`config.mk`:
```
export PLATFORM = sky130hd
export DESIGN_NAME = switch_allocator_flat
export DESIGN_NICKNAME = d
export VERILOG_FILES = /design/src/rtl/router_pkg.sv /design/src/rtl/switch_allocator_if.sv /design/src/rtl/rr_arbiter.sv /design/src/rtl/switch_allocator.sv /design/src/flat_wrapper.sv
export SDC_FILE = /design/constraint.sdc
export NUM_CORES = 1
export LEC_CHECK = 0
export CAP_MARGIN = 5
export CELL_PAD_IN_SITES_DETAIL_PLACEMENT = 0
export CELL_PAD_IN_SITES_GLOBAL_PLACEMENT = 2
export CORE_ASPECT_RATIO = 2
export CORE_MARGIN = 4
export CORE_UTILIZATION = 37
export CTS_BUF_LIST = sky130_fd_sc_hd__clkbuf_8
export DETAILED_ROUTE_END_ITERATION = 8
export PLACE_DENSITY = 0.9
export SKIP_LAST_GASP = 1
export SLEW_MARGIN = 25
export SYNTH_ARGS = -nofsm -noshare
export SYNTH_HDL_FRONTEND = slang
export SYNTH_SLANG_ARGS = --single-unit
```
`constraint.sdc`:
```
create_clock -name clk -period 5.8 [get_ports clk]
set_input_delay 1.45 -clock clk [delete_from_list [all_inputs] [get_ports clk]]
set_output_delay 1.45 -clock clk [all_outputs]
set_load 0.03 [all_outputs]
```
`src/rtl/router_pkg.sv`:
```
// Shared router types: port count, destination index type and the
// per-output allocation state used by the switch allocator.
package router_pkg;

  localparam int NUM_PORTS  = 5;
  localparam int DEST_WIDTH = 3;

  typedef logic [DEST_WIDTH-1:0] port_idx_t;

  typedef enum logic {
    ALLOC_IDLE,
    ALLOC_LOCKED
  } alloc_state_e;

  localparam port_idx_t NUM_IDX = port_idx_t'(NUM_PORTS);

  function automatic port_idx_t onehot_to_idx(
    input logic [NUM_PORTS-1:0] oh
  );
    onehot_to_idx = '0;
    for (int i = 0; i < NUM_PORTS; i++)
      if (oh[i]) onehot_to_idx = port_idx_t'(i);
  endfunction

  function automatic port_idx_t next_idx(input port_idx_t idx);
    if (idx == port_idx_t'(NUM_PORTS - 1))
      next_idx = '0;
    else
      next_idx = idx + port_idx_t'(1);
  endfunction

endpackage

```
`src/rtl/switch_allocator_if.sv`:
```
// Buffer-side request bundle and allocator grant outputs.
// master = input buffers / switch side, slave = allocator.
interface switch_allocator_if
  import router_pkg::*;
();

  logic [NUM_PORTS-1:0] buf_req;
  port_idx_t [NUM_PORTS-1:0] buf_dest;
  logic [NUM_PORTS-1:0] buf_tail;
  logic [NUM_PORTS-1:0] buf_ack;
  logic [NUM_PORTS-1:0] buffer_grants;
  logic [NUM_PORTS-1:0] out_busy;
  logic dest_err;

  modport master (
    output buf_req, buf_dest, buf_tail, buf_ack,
    input  buffer_grants, out_busy, dest_err
  );

  modport slave (
    input  buf_req, buf_dest, buf_tail, buf_ack,
    output buffer_grants, out_busy, dest_err
  );

endinterface

```
`src/rtl/rr_arbiter.sv`:
```
// Combinational round-robin picker: first set request scanning
// upward from ptr, wrapping modulo NUM_PORTS.
module rr_arbiter
  import router_pkg::*;
(
  input  logic [NUM_PORTS-1:0] req,
  input  port_idx_t            ptr,
  output logic [NUM_PORTS-1:0] gnt,
  output logic                 valid
);

  logic [DEST_WIDTH:0]   sum;
  logic [DEST_WIDTH-1:0] idx;
  logic                  found;

  always_comb begin
    gnt   = '0;
    found = 1'b0;
    sum   = '0;
    idx   = '0;
    for (int k = 0; k < NUM_PORTS; k++) begin
      sum = {1'b0, ptr} + (DEST_WIDTH+1)'(k);
      if (sum >= (DEST_WIDTH+1)'(NUM_PORTS))
        idx = DEST_WIDTH'(sum - (DEST_WIDTH+1)'(NUM_PORTS));
      else
        idx = sum[DEST_WIDTH-1:0];
      if (!found && req[idx]) begin
        gnt[idx] = 1'b1;
        found    = 1'b1;
      end
    end
  end

  assign valid = |req;

endmodule

```
`src/rtl/switch_allocator.sv`:
```
// Per-output round-robin allocation with wormhole locking: an output
// stays with its owner until the owner's tail flit is acknowledged.
module switch_allocator
  import router_pkg::*;
(
  input logic clk,
  input logic rst,
  switch_allocator_if.slave bus
);

  alloc_state_e state_q [NUM_PORTS];
  alloc_state_e state_d [NUM_PORTS];
  port_idx_t [NUM_PORTS-1:0] owner_q, owner_d;
  port_idx_t [NUM_PORTS-1:0] ptr_q, ptr_d;
  logic [NUM_PORTS-1:0] grants_q, grants_d;
  logic [NUM_PORTS-1:0] busy_q, busy_d;
  logic err_q, err_d;

  logic [NUM_PORTS-1:0] cand    [NUM_PORTS];
  logic [NUM_PORTS-1:0] arb_gnt [NUM_PORTS];
  logic [NUM_PORTS-1:0] arb_vld;

  // Already-granted buffers are locked elsewhere; out-of-range
  // destinations never match any output index.
  always_comb begin
    for (int o = 0; o < NUM_PORTS; o++) begin
      cand[o] = '0;
      for (int i = 0; i < NUM_PORTS; i++)
        cand[o][i] = bus.buf_req[i]
                   && (bus.buf_dest[i] == port_idx_t'(o))
                   && !grants_q[i];
    end
  end

  for (genvar o = 0; o < NUM_PORTS; o++) begin : g_arb
    rr_arbiter u_arb (
      .req   (cand[o]),
      .ptr   (ptr_q[o]),
      .gnt   (arb_gnt[o]),
      .valid (arb_vld[o])
    );
  end

  always_comb begin
    state_d  = state_q;
    owner_d  = owner_q;
    ptr_d    = ptr_q;
    grants_d = '0;
    busy_d   = '0;
    err_d    = 1'b0;
    for (int i = 0; i < NUM_PORTS; i++)
      if (bus.buf_req[i] && bus.buf_dest[i] >= NUM_IDX)
        err_d = 1'b1;
    for (int o = 0; o < NUM_PORTS; o++) begin
      unique case (state_q[o])
        ALLOC_IDLE: begin
          if (arb_vld[o]) begin
            state_d[o] = ALLOC_LOCKED;
            owner_d[o] = onehot_to_idx(arb_gnt[o]);
          end
        end
        ALLOC_LOCKED: begin
          if (bus.buf_ack[owner_q[o]]
              && bus.buf_tail[owner_q[o]]) begin
            state_d[o] = ALLOC_IDLE;
            ptr_d[o]   = next_idx(owner_q[o]);
          end
        end
        default: state_d[o] = ALLOC_IDLE;
      endcase
      if (state_d[o] == ALLOC_LOCKED) begin
        grants_d[owner_d[o]] = 1'b1;
        busy_d[o]            = 1'b1;
      end
    end
  end

  always_ff @(posedge clk) begin
    if (rst) begin
      for (int o = 0; o < NUM_PORTS; o++)
        state_q[o] <= ALLOC_IDLE;
      owner_q  <= '0;
      ptr_q    <= '0;
      grants_q <= '0;
      busy_q   <= '0;
      err_q    <= 1'b0;
    end else begin
      state_q  <= state_d;
      owner_q  <= owner_d;
      ptr_q    <= ptr_d;
      grants_q <= grants_d;
      busy_q   <= busy_d;
      err_q    <= err_d;
    end
  end

  assign bus.buffer_grants = grants_q;
  assign bus.out_busy      = busy_q;
  assign bus.dest_err      = err_q;

endmodule

```
`src/flat_wrapper.sv`:
```
// flat-port wrapper written by rule: the top's interface ports become plain ports
module switch_allocator_flat import router_pkg::*;
  (clk, rst, bus_buf_req, bus_buf_dest, bus_buf_tail, bus_buf_ack, bus_buffer_grants, bus_out_busy, bus_dest_err);
  switch_allocator_if bus_i ();
  input logic clk;
  input logic rst;
  input wire logic [$bits(bus_i.buf_req)-1:0] bus_buf_req;
  input wire logic [$bits(bus_i.buf_dest)-1:0] bus_buf_dest;
  input wire logic [$bits(bus_i.buf_tail)-1:0] bus_buf_tail;
  input wire logic [$bits(bus_i.buf_ack)-1:0] bus_buf_ack;
  output wire logic [$bits(bus_i.buffer_grants)-1:0] bus_buffer_grants;
  output wire logic [$bits(bus_i.out_busy)-1:0] bus_out_busy;
  output wire logic [$bits(bus_i.dest_err)-1:0] bus_dest_err;
  assign bus_i.buf_req = bus_buf_req;
  assign bus_i.buf_dest = bus_buf_dest;
  assign bus_i.buf_tail = bus_buf_tail;
  assign bus_i.buf_ack = bus_buf_ack;
  assign bus_buffer_grants = bus_i.buffer_grants;
  assign bus_out_busy = bus_i.out_busy;
  assign bus_dest_err = bus_i.dest_err;
  switch_allocator u_core (.clk(clk), .rst(rst), .bus(bus_i));
endmodule
```
==> results of run 1 <==
-- cells by family after synthesis --
kind of cell / after synthesis / synth area share (%)
XOR/XNOR: 10 / 1.07
AO/OA/AOI/OAI: 376 / 34.2
buffers and inverters: 116 / 5.80
AND/OR/NAND/NOR: 484 / 32.1
multiplexers: 54 / 7.99
adder cells (fa/ha/maj): 55 / 8.86
flip-flops: 41 / 10.0
-- metrics by stage --
stage,area (sq um),util [%]
floorplan,8190,-
global placement,8780,40.5
detailed placement,8780,40.5
CTS,8920,41.1
global route,8920,41.1
finish,8920,41.1
-- cells in the mapped netlist (14+ instances only) --
| cell | count | area [sq um] |
|---|---|---|
| nor4_1 | 14 | 87.6 |
| o22ai_1 | 17 | 106 |
| and2_1 | 17 | 106 |
| a211oi_1 | 30 | 225 |
| nor3b_1 | 14 | 105 |
| nand2b_1 | 34 | 213 |
| nand2_1 | 94 | 353 |
| clkbuf_1 | 40 | 150 |
| a21o_1 | 22 | 165 |
| a31oi_1 | 20 | 125 |
| buf_2 | 17 | 85.1 |
| o21ai_0 | 59 | 295 |
| dfxtp_1 | 41 | 821 |
| a21oi_1 | 53 | 265 |
| nor3_1 | 48 | 240 |
| nand3_1 | 41 | 205 |
| nor2b_1 | 27 | 169 |
| inv_1 | 49 | 184 |
| mux2i_1 | 41 | 410 |
| nor2_1 | 98 | 368 |
| ha_1 | 50 | 626 |
-- worst max-delay path by stage --
stage	start	end	slack, ns
global route	bus_buf_dest[9]	u_core.bus.buffer_grants[1]	0.74
detailed placement	bus_buf_dest[13]	u_core.bus.buffer_grants[1]	0.61
floorplan	bus_buf_dest[14]	u_core.bus.buffer_grants[1]	1.66
CTS	bus_buf_dest[13]	u_core.bus.buffer_grants[1]	0.95
global placement	bus_buf_dest[13]	u_core.bus.buffer_grants[1]	0.67
finish	bus_buf_dest[14]	u_core.bus.buffer_grants[1]	0.93
-- critical path, delay by kind of cell --
kind                   cells  cell delay [ns]
muxes                      1             0.35
AOI/OAI and AO/OA          7             1.83
buffers and inverters      1             0.50
and+or+nand+nor            2             0.91
-- placed cells by master (no fill, tap or decap), drive strengths merged, types with 13 or more instances in the layout --
master          n
a21oi          54
o21ai          68
ha             50
nand3          41
o211ai         13
inv            51
a31oi          20
buf            15
and2           18
nor2           99
o22ai          17
a211oi         32
nor2b          27
a21o           22
clkdlybuf4s50  41
nand2b         34
nor3b          18
nor4           16
nand2          94
dfxtp          41
a211o          13
mux2i          41
nor3           48
-- registers in the layout, indices dropped and copies added, names as in the netlist --
name and cells:
u_core.owner_q 15, u_core.ptr_q 15, u_core.bus.dest_err 1, u_core.bus.out_busy 5, u_core.bus.buffer_grants 5
-- power by group through the flow --
stage	clock network [mW]	registers (mW)	logic (mW)
after floorplan	0	0.354	0.503
after global placement	0	0.349	0.714
after detailed placement	0	0.349	0.716
after CTS	0.301	0.343	0.719
after global routing	0.306	0.347	0.793
final	0.297	0.344	0.728
-- area by class of cell --
cell class | instances | area, sq um
Tap cell | 273 | 342
Timing Repair Buffer | 56 | 520
Inverter | 55 | 206
Fill cell | 2340 | 12800
Multi-Input combinational cell | 979 | 6900
Clock buffer | 5 | 68.8
Antenna cell | 1 | 2.50
Sequential cell | 41 | 821
Clock inverter | 3 | 65.1
-- metal layers --
layer	share of wire, %	global-route usage, %	vias up	routed length [um]
met1	35	22.4	4278	10500
met3	3.0	2.13	120	897
met2	55	47.7	265	16600
met5	0	0	-	0
li1	-	-	4353	-
met4	6.4	14.4	0	1920
==> run_results.csv, run 1 <==
group,metric,value,unit
status,outcome,"completed",
setup_path,crit_fanout,6,
floorplan,fp.dieW,113,um
hold_path,hp-class,"flop to flop",
power,cellPowerDensity,153,mW/mm^2
timing,worst_slack,0.929,ns
drt,vias_per_cell,6.38,
drt,drc,0,
power,comb_power_share,53.2,%
setup_path,endpoint_kind,"flop",
floorplan,start_util,37.8,%
drt,drt-total-wl,29.9,mm
timing,holdWs,0.585,ns
setup_path,cp.required,5.97,ns
logic_synthesis,synth_top_flop_cell,"dfxtp_1",
setup_path,max_stage_delay,0.52,ns
setup_path,crit_path_start_kind,"input port",
placement,port_buffers,42,
logic_synthesis,synth_edf_count,0,
floorplan,die_area,0.0247,sq mm
floorplan,ios,43,
finish,syn2layout_area_growth,8.90,%
power,p_total,1.37,mW
timing,setup_tns,0,ns
hold_path,worstHoldPathCells,2,
clocking,ctsHtreeMaxLevel,2,
power,p_clk_share,21.7,%
floorplan,fp.coreArea,0.0217,sq mm
placement,dpl.hpwl,24.4,mm
drt,wire_per_inst,21.2,um
drt,antenna_left,0,
clocking,tritoncts,"yes",
power,seq_power_share,25.1,%
logic_synthesis,seq_area_frac_synth,10.0,%
drt,drtIter0Drc,584,
floorplan,die_h,218,um
timing,fin_crit,4.87,ns
power,p_sw,0.609,mW
drt,vias,9016,
timing,timing.final.crit_share,84.0,%
finish,drive_gt1_share,7.55,%
clocking,worstSkewPairLatency,0.33,ns
timing,rsz0062_at_grt,"false",
setup_path,cp.arrival,5.05,ns
power,sw_frac_of_total,44.5,%
setup_path,path_cells,"clkdlybuf4s50_1, or3b_2, nor2_1, a21boi_0, a2111oi_2, mux2_4, a221o_1, o22a_1, o21a_1, a221oi_2, a31oi_1",
timing,relSlewSlack,41.8,%
clocking,clock-root-buffer,"clkbuf_8",
logic_synthesis,synth_cells,1136,
logic_synthesis,synth_seq_cells,41,
clocking,cts_inserted_buffers,5,
logic_synthesis,async_flop_share,0,%
placement,gp_congestion,0.967,
clocking,cts.clk_slew.worst_paths,0.09,ns
grt,track_usage,23.8,%
logic_synthesis,ys_types,103,
floorplan,num_rows,76,
hold_path,hold-path-endpoint,"u_core.owner_q[0]",
clocking,hold_buffers,0,
grt,grt_max_degree,42,
timing,setup_violations,0,
job,cap_violations,0,
timing,worst_slew_pin_slew,0.863,ns
grt,grt_overflow,0,
placement,post-place-ws,0.612,ns
setup_path,reg2reg_to,"u_core.bus.buffer_grants[1]",
timing,clock.fmax,205,MHz
setup_path,ff2ff_path_depth,14,
power,leakage,3.33,nW
grt,grt_pass1_wl,47.3,mm
clocking,postCtsSetupBuffers,0,
grt,antenna_found_initial,0,
timing,final.setup_skew,0.00715,ns
drt,firstDrtPassIters,5,
logic_synthesis,ys_warn_count,0,
power,p_int,0.760,mW
grt,grt_pass1_vias,8939,
placement,dp_cells,1404,
logic_synthesis,avgSynthCellArea,7.21,sq um
setup_path,r2r_slack,1.05,ns
logic_synthesis,syn-cell-area,0.00819,sq mm
timing,hold_viol,0,
clocking,cts_sinks,41,
hold_path,hold_path.startpoint,"u_core.owner_q[0]",
finish,fin_cells,1413,
setup_path,crit_type,"input port to flop",
finish,nets,1225,
power,ir_drop,98.4,uV
logic_synthesis,syn_nets,1223,
timing,maxSlewViolCount,0,
clocking,clockBufferDepth,2,
setup_path,r2r-start,"u_core.ptr_q[9]",
clocking,ctsResizeCount,0,
setup_path,crit_slowest_cell,"or3b_2",
Power figures use the tool's default switching activity.
==> run 2, diff against run 1 <==
--- a/config.mk
+++ b/config.mk
@@ -10,10 +10,10 @@
 export CELL_PAD_IN_SITES_GLOBAL_PLACEMENT = 2
 export CORE_ASPECT_RATIO = 2
 export CORE_MARGIN = 4
-export CORE_UTILIZATION = 37
+export CORE_UTILIZATION = 33
 export CTS_BUF_LIST = sky130_fd_sc_hd__clkbuf_8
 export DETAILED_ROUTE_END_ITERATION = 8
-export PLACE_DENSITY = 0.9
+export PLACE_DENSITY = 0.85
 export SKIP_LAST_GASP = 1
 export SLEW_MARGIN = 25
 export SYNTH_ARGS = -nofsm -noshare
==> constraint.sdc (replaced) <==
create_clock -name clk -period 4.1 [get_ports clk]
set_input_delay 1.025 -clock clk [delete_from_list [all_inputs] [get_ports clk]]
set_output_delay 1.025 -clock clk [all_outputs]
set_load 0.03 [all_outputs]
==> run 2 against run 1 <==
Register-to-register slack lost 0.86 ns; critical path depth grew 1; setup slack lost 0.83 ns; largest cell class unchanged; combinational power grew 66%; die area grew 11%; routed wire length grew 9.1%.
==> run_results.csv, run 2 (synthesis gave the netlist of run 1 again) <==
group,metric,value,unit
drt,drtIter0Drc,724,
timing,final.setup_skew,0.00727,ns
grt,grt_max_degree,42,
setup_path,r2r-start,"u_core.ptr_q[0]",
clocking,clockBufferDepth,2,
floorplan,fp.coreArea,0.0244,sq mm
setup_path,path_buf_inv,1,
grt,grt_pass1_vias,9953,
setup_path,cp.required,4.36,ns
setup_path,endpoint,"u_core.bus.buffer_grants[3]",
setup_path,reg2reg_to,"u_core.bus.buffer_grants[0]",
placement,dpl.hpwl,27.0,mm
finish,drive_gt1_share,20.7,%
grt,track_usage,23.3,%
drt,firstDrtPassIters,6,
clocking,cts_inserted_buffers,5,
finish,nets,1390,
drt,vias,9782,
hold_path,hp-class,"flop to flop",
power,leakage,4.17,nW
finish,fin_cells,1638,
timing,maxSlewViolCount,0,
setup_path,cp.arrival,4.26,ns
timing,worst_slack,0.102,ns
finish,mostFrequentLayoutCell,"buf_4",
setup_path,crit_slowest_cell,"or3b_2",
timing,setup_violations,0,
setup_path,cp_top_family,"compound AO/OA/AOI/OAI gates",
clocking,cts.clk_slew.worst_paths,0.10,ns
finish,multi_input_area,0.00702,sq mm
setup_path,endpoint_kind,"flop",
timing,holdWs,0.506,ns
setup_path,max_stage_delay,0.51,ns
timing,clock.fmax,250,MHz
finish,n_fill_cell,2551,
drt,vias_per_cell,5.97,
clocking,cts_sinks,41,
clocking,hold_buffers,0,
clocking,worstSkewPairLatency,0.34,ns
floorplan,ios,43,
finish,final_cell_mix,"buf_4 (179), nor2_1 (98), nand2_1 (93), o21ai_0 (57), a21oi_1 (52)",
status,outcome,"completed",
drt,drc,0,
floorplan,die_area,0.0276,sq mm
grt,antenna_found_initial,2,
finish,syn2layout_area_growth,26.5,%
job,cap_violations,0,
finish,final_core_util,42.4,%
floorplan,start_util,33.5,%
setup_path,ff2ff_path_depth,15,
timing,timing.final.crit_share,97.5,%
grt,grt_overflow,0,
placement,post-place-ws,-0.343,ns
placement,port_buffers,42,
clocking,ctsHtreeMaxLevel,2,
timing,relSlewSlack,40.1,%
drt,drt-total-wl,32.7,mm
grt,grt_pass1_wl,51.7,mm
power,ir_drop,151,uV
setup_path,critPathLaunch,"bus_buf_dest[13]",
setup_path,crit_fanout,7,
floorplan,die_h,231,um
drt,wire_per_inst,19.9,um
power,cellPowerDensity,205,mW/mm^2
floorplan,num_rows,81,
setup_path,crit_path_start_kind,"input port",
finish,register_area,821,sq um
floorplan,fp.dieW,119,um
setup_path,crit_cells,12,
clocking,clock-root-buffer,"clkbuf_8",
finish,largestRegisters,"u_core.owner_q (15), u_core.ptr_q (15)",
timing,hold_viol,0,
drt,antenna_left,0,
placement,dp_cells,1626,
placement,gp_congestion,0.997,
setup_path,r2r_slack,0.19,ns
power,p_total,2.13,mW
setup_path,path_cells,"clkdlybuf4s50_1, or3b_2, o21ai_1, a31o_2, o221a_4, a21oi_1, a41o_1, a211oi_2, o32a_1, and3b_1, a22oi_2, a41oi_2",
timing,worst_slew_pin_slew,0.899,ns
setup_path,crit_type,"input port to flop",
timing,fin_crit,4.00,ns
clocking,tritoncts,"yes",
[run 2: cell count changes in the layout (fill, tap and decap cells not counted), moves of 2 or more]
cell and change:
a211oi_1 -4, a211oi_2 +4, buf_4 +165, ha_1 -3
ha_2 +3, nor3_1 -4, nor3_2 +4, nor3b_1 -2
nor3b_4 +2, o21ai_0 -2, o21ai_1 +2
[run 2: layout make-up]
cell class	instances	share of cell area [%]
Antenna cell	2	0.0483
Inverter	55	2.03
Timing Repair Buffer	221	17.0
Clock buffer	5	0.664
Sequential cell	41	7.92
Tap cell	332	4.01
Multi-Input combinational cell	979	67.7
Clock inverter	3	0.664
[run 2: routing by layer]
| layer | vias to the layer above | part of all wire [%] | routed length [um] | track usage, % |
|---|---|---|---|---|
| met3 | 140 | 2.9 | 950 | 2.13 |
| met5 | - | 0 | 0 | 0 |
| met1 | 4661 | 35 | 11400 | 22.1 |
| li1 | 4685 | - | - | - |
| met4 | 0 | 8.0 | 2610 | 17.1 |
| met2 | 296 | 54 | 17700 | 45.2 |
[run 2: what timing repair did]
action	in CTS	in global routing
setup endpoints to repair	0	5
buffers inserted	0	2
gates resized for setup	0	25
[run 2: worst min-delay path, delay by kind of cell (launching register included)]
family / cells / cell delay [ns]
flip-flops: 1 / 0.35
AO/OA/AOI/OAI: 1 / 0.05
AND/OR/NAND/NOR: 1 / 0.06
[run 2: how the worst min path moves through the flow]
| stage | startpoint | endpoint | slack (ns) | depth (start not counted) |
|---|---|---|---|---|
| after floorplan | u_core.owner_q[0] | u_core.owner_q[0] | 0.52 | 2 |
| after CTS | u_core.ptr_q[12] | u_core.ptr_q[12] | 0.51 | 2 |
| after detailed placement | u_core.ptr_q[12] | u_core.ptr_q[12] | 0.50 | 2 |
| after global placement | u_core.ptr_q[12] | u_core.ptr_q[12] | 0.49 | 2 |
| after global routing | u_core.ptr_q[12] | u_core.ptr_q[12] | 0.55 | 2 |
| final | u_core.ptr_q[12] | u_core.ptr_q[12] | 0.51 | 2 |
[run 2: per-stage QoR]
step,TNS [ns],area (sq um)
2_1_floorplan,0,8200
3_3_place_gp,-1.47,10100
3_5_place_dp,-1.45,10100
4_1_cts,0,10200
5_1_grt,-0.0688,10400
6_report,0,10400
[run 2: power by group]
group / internal [mW] / total (mW) / switching (mW)
clock: 0.246 / 0.440 / 0.194
combinational: 0.529 / 1.21 / 0.679
sequential: 0.431 / 0.481 / 0.0505
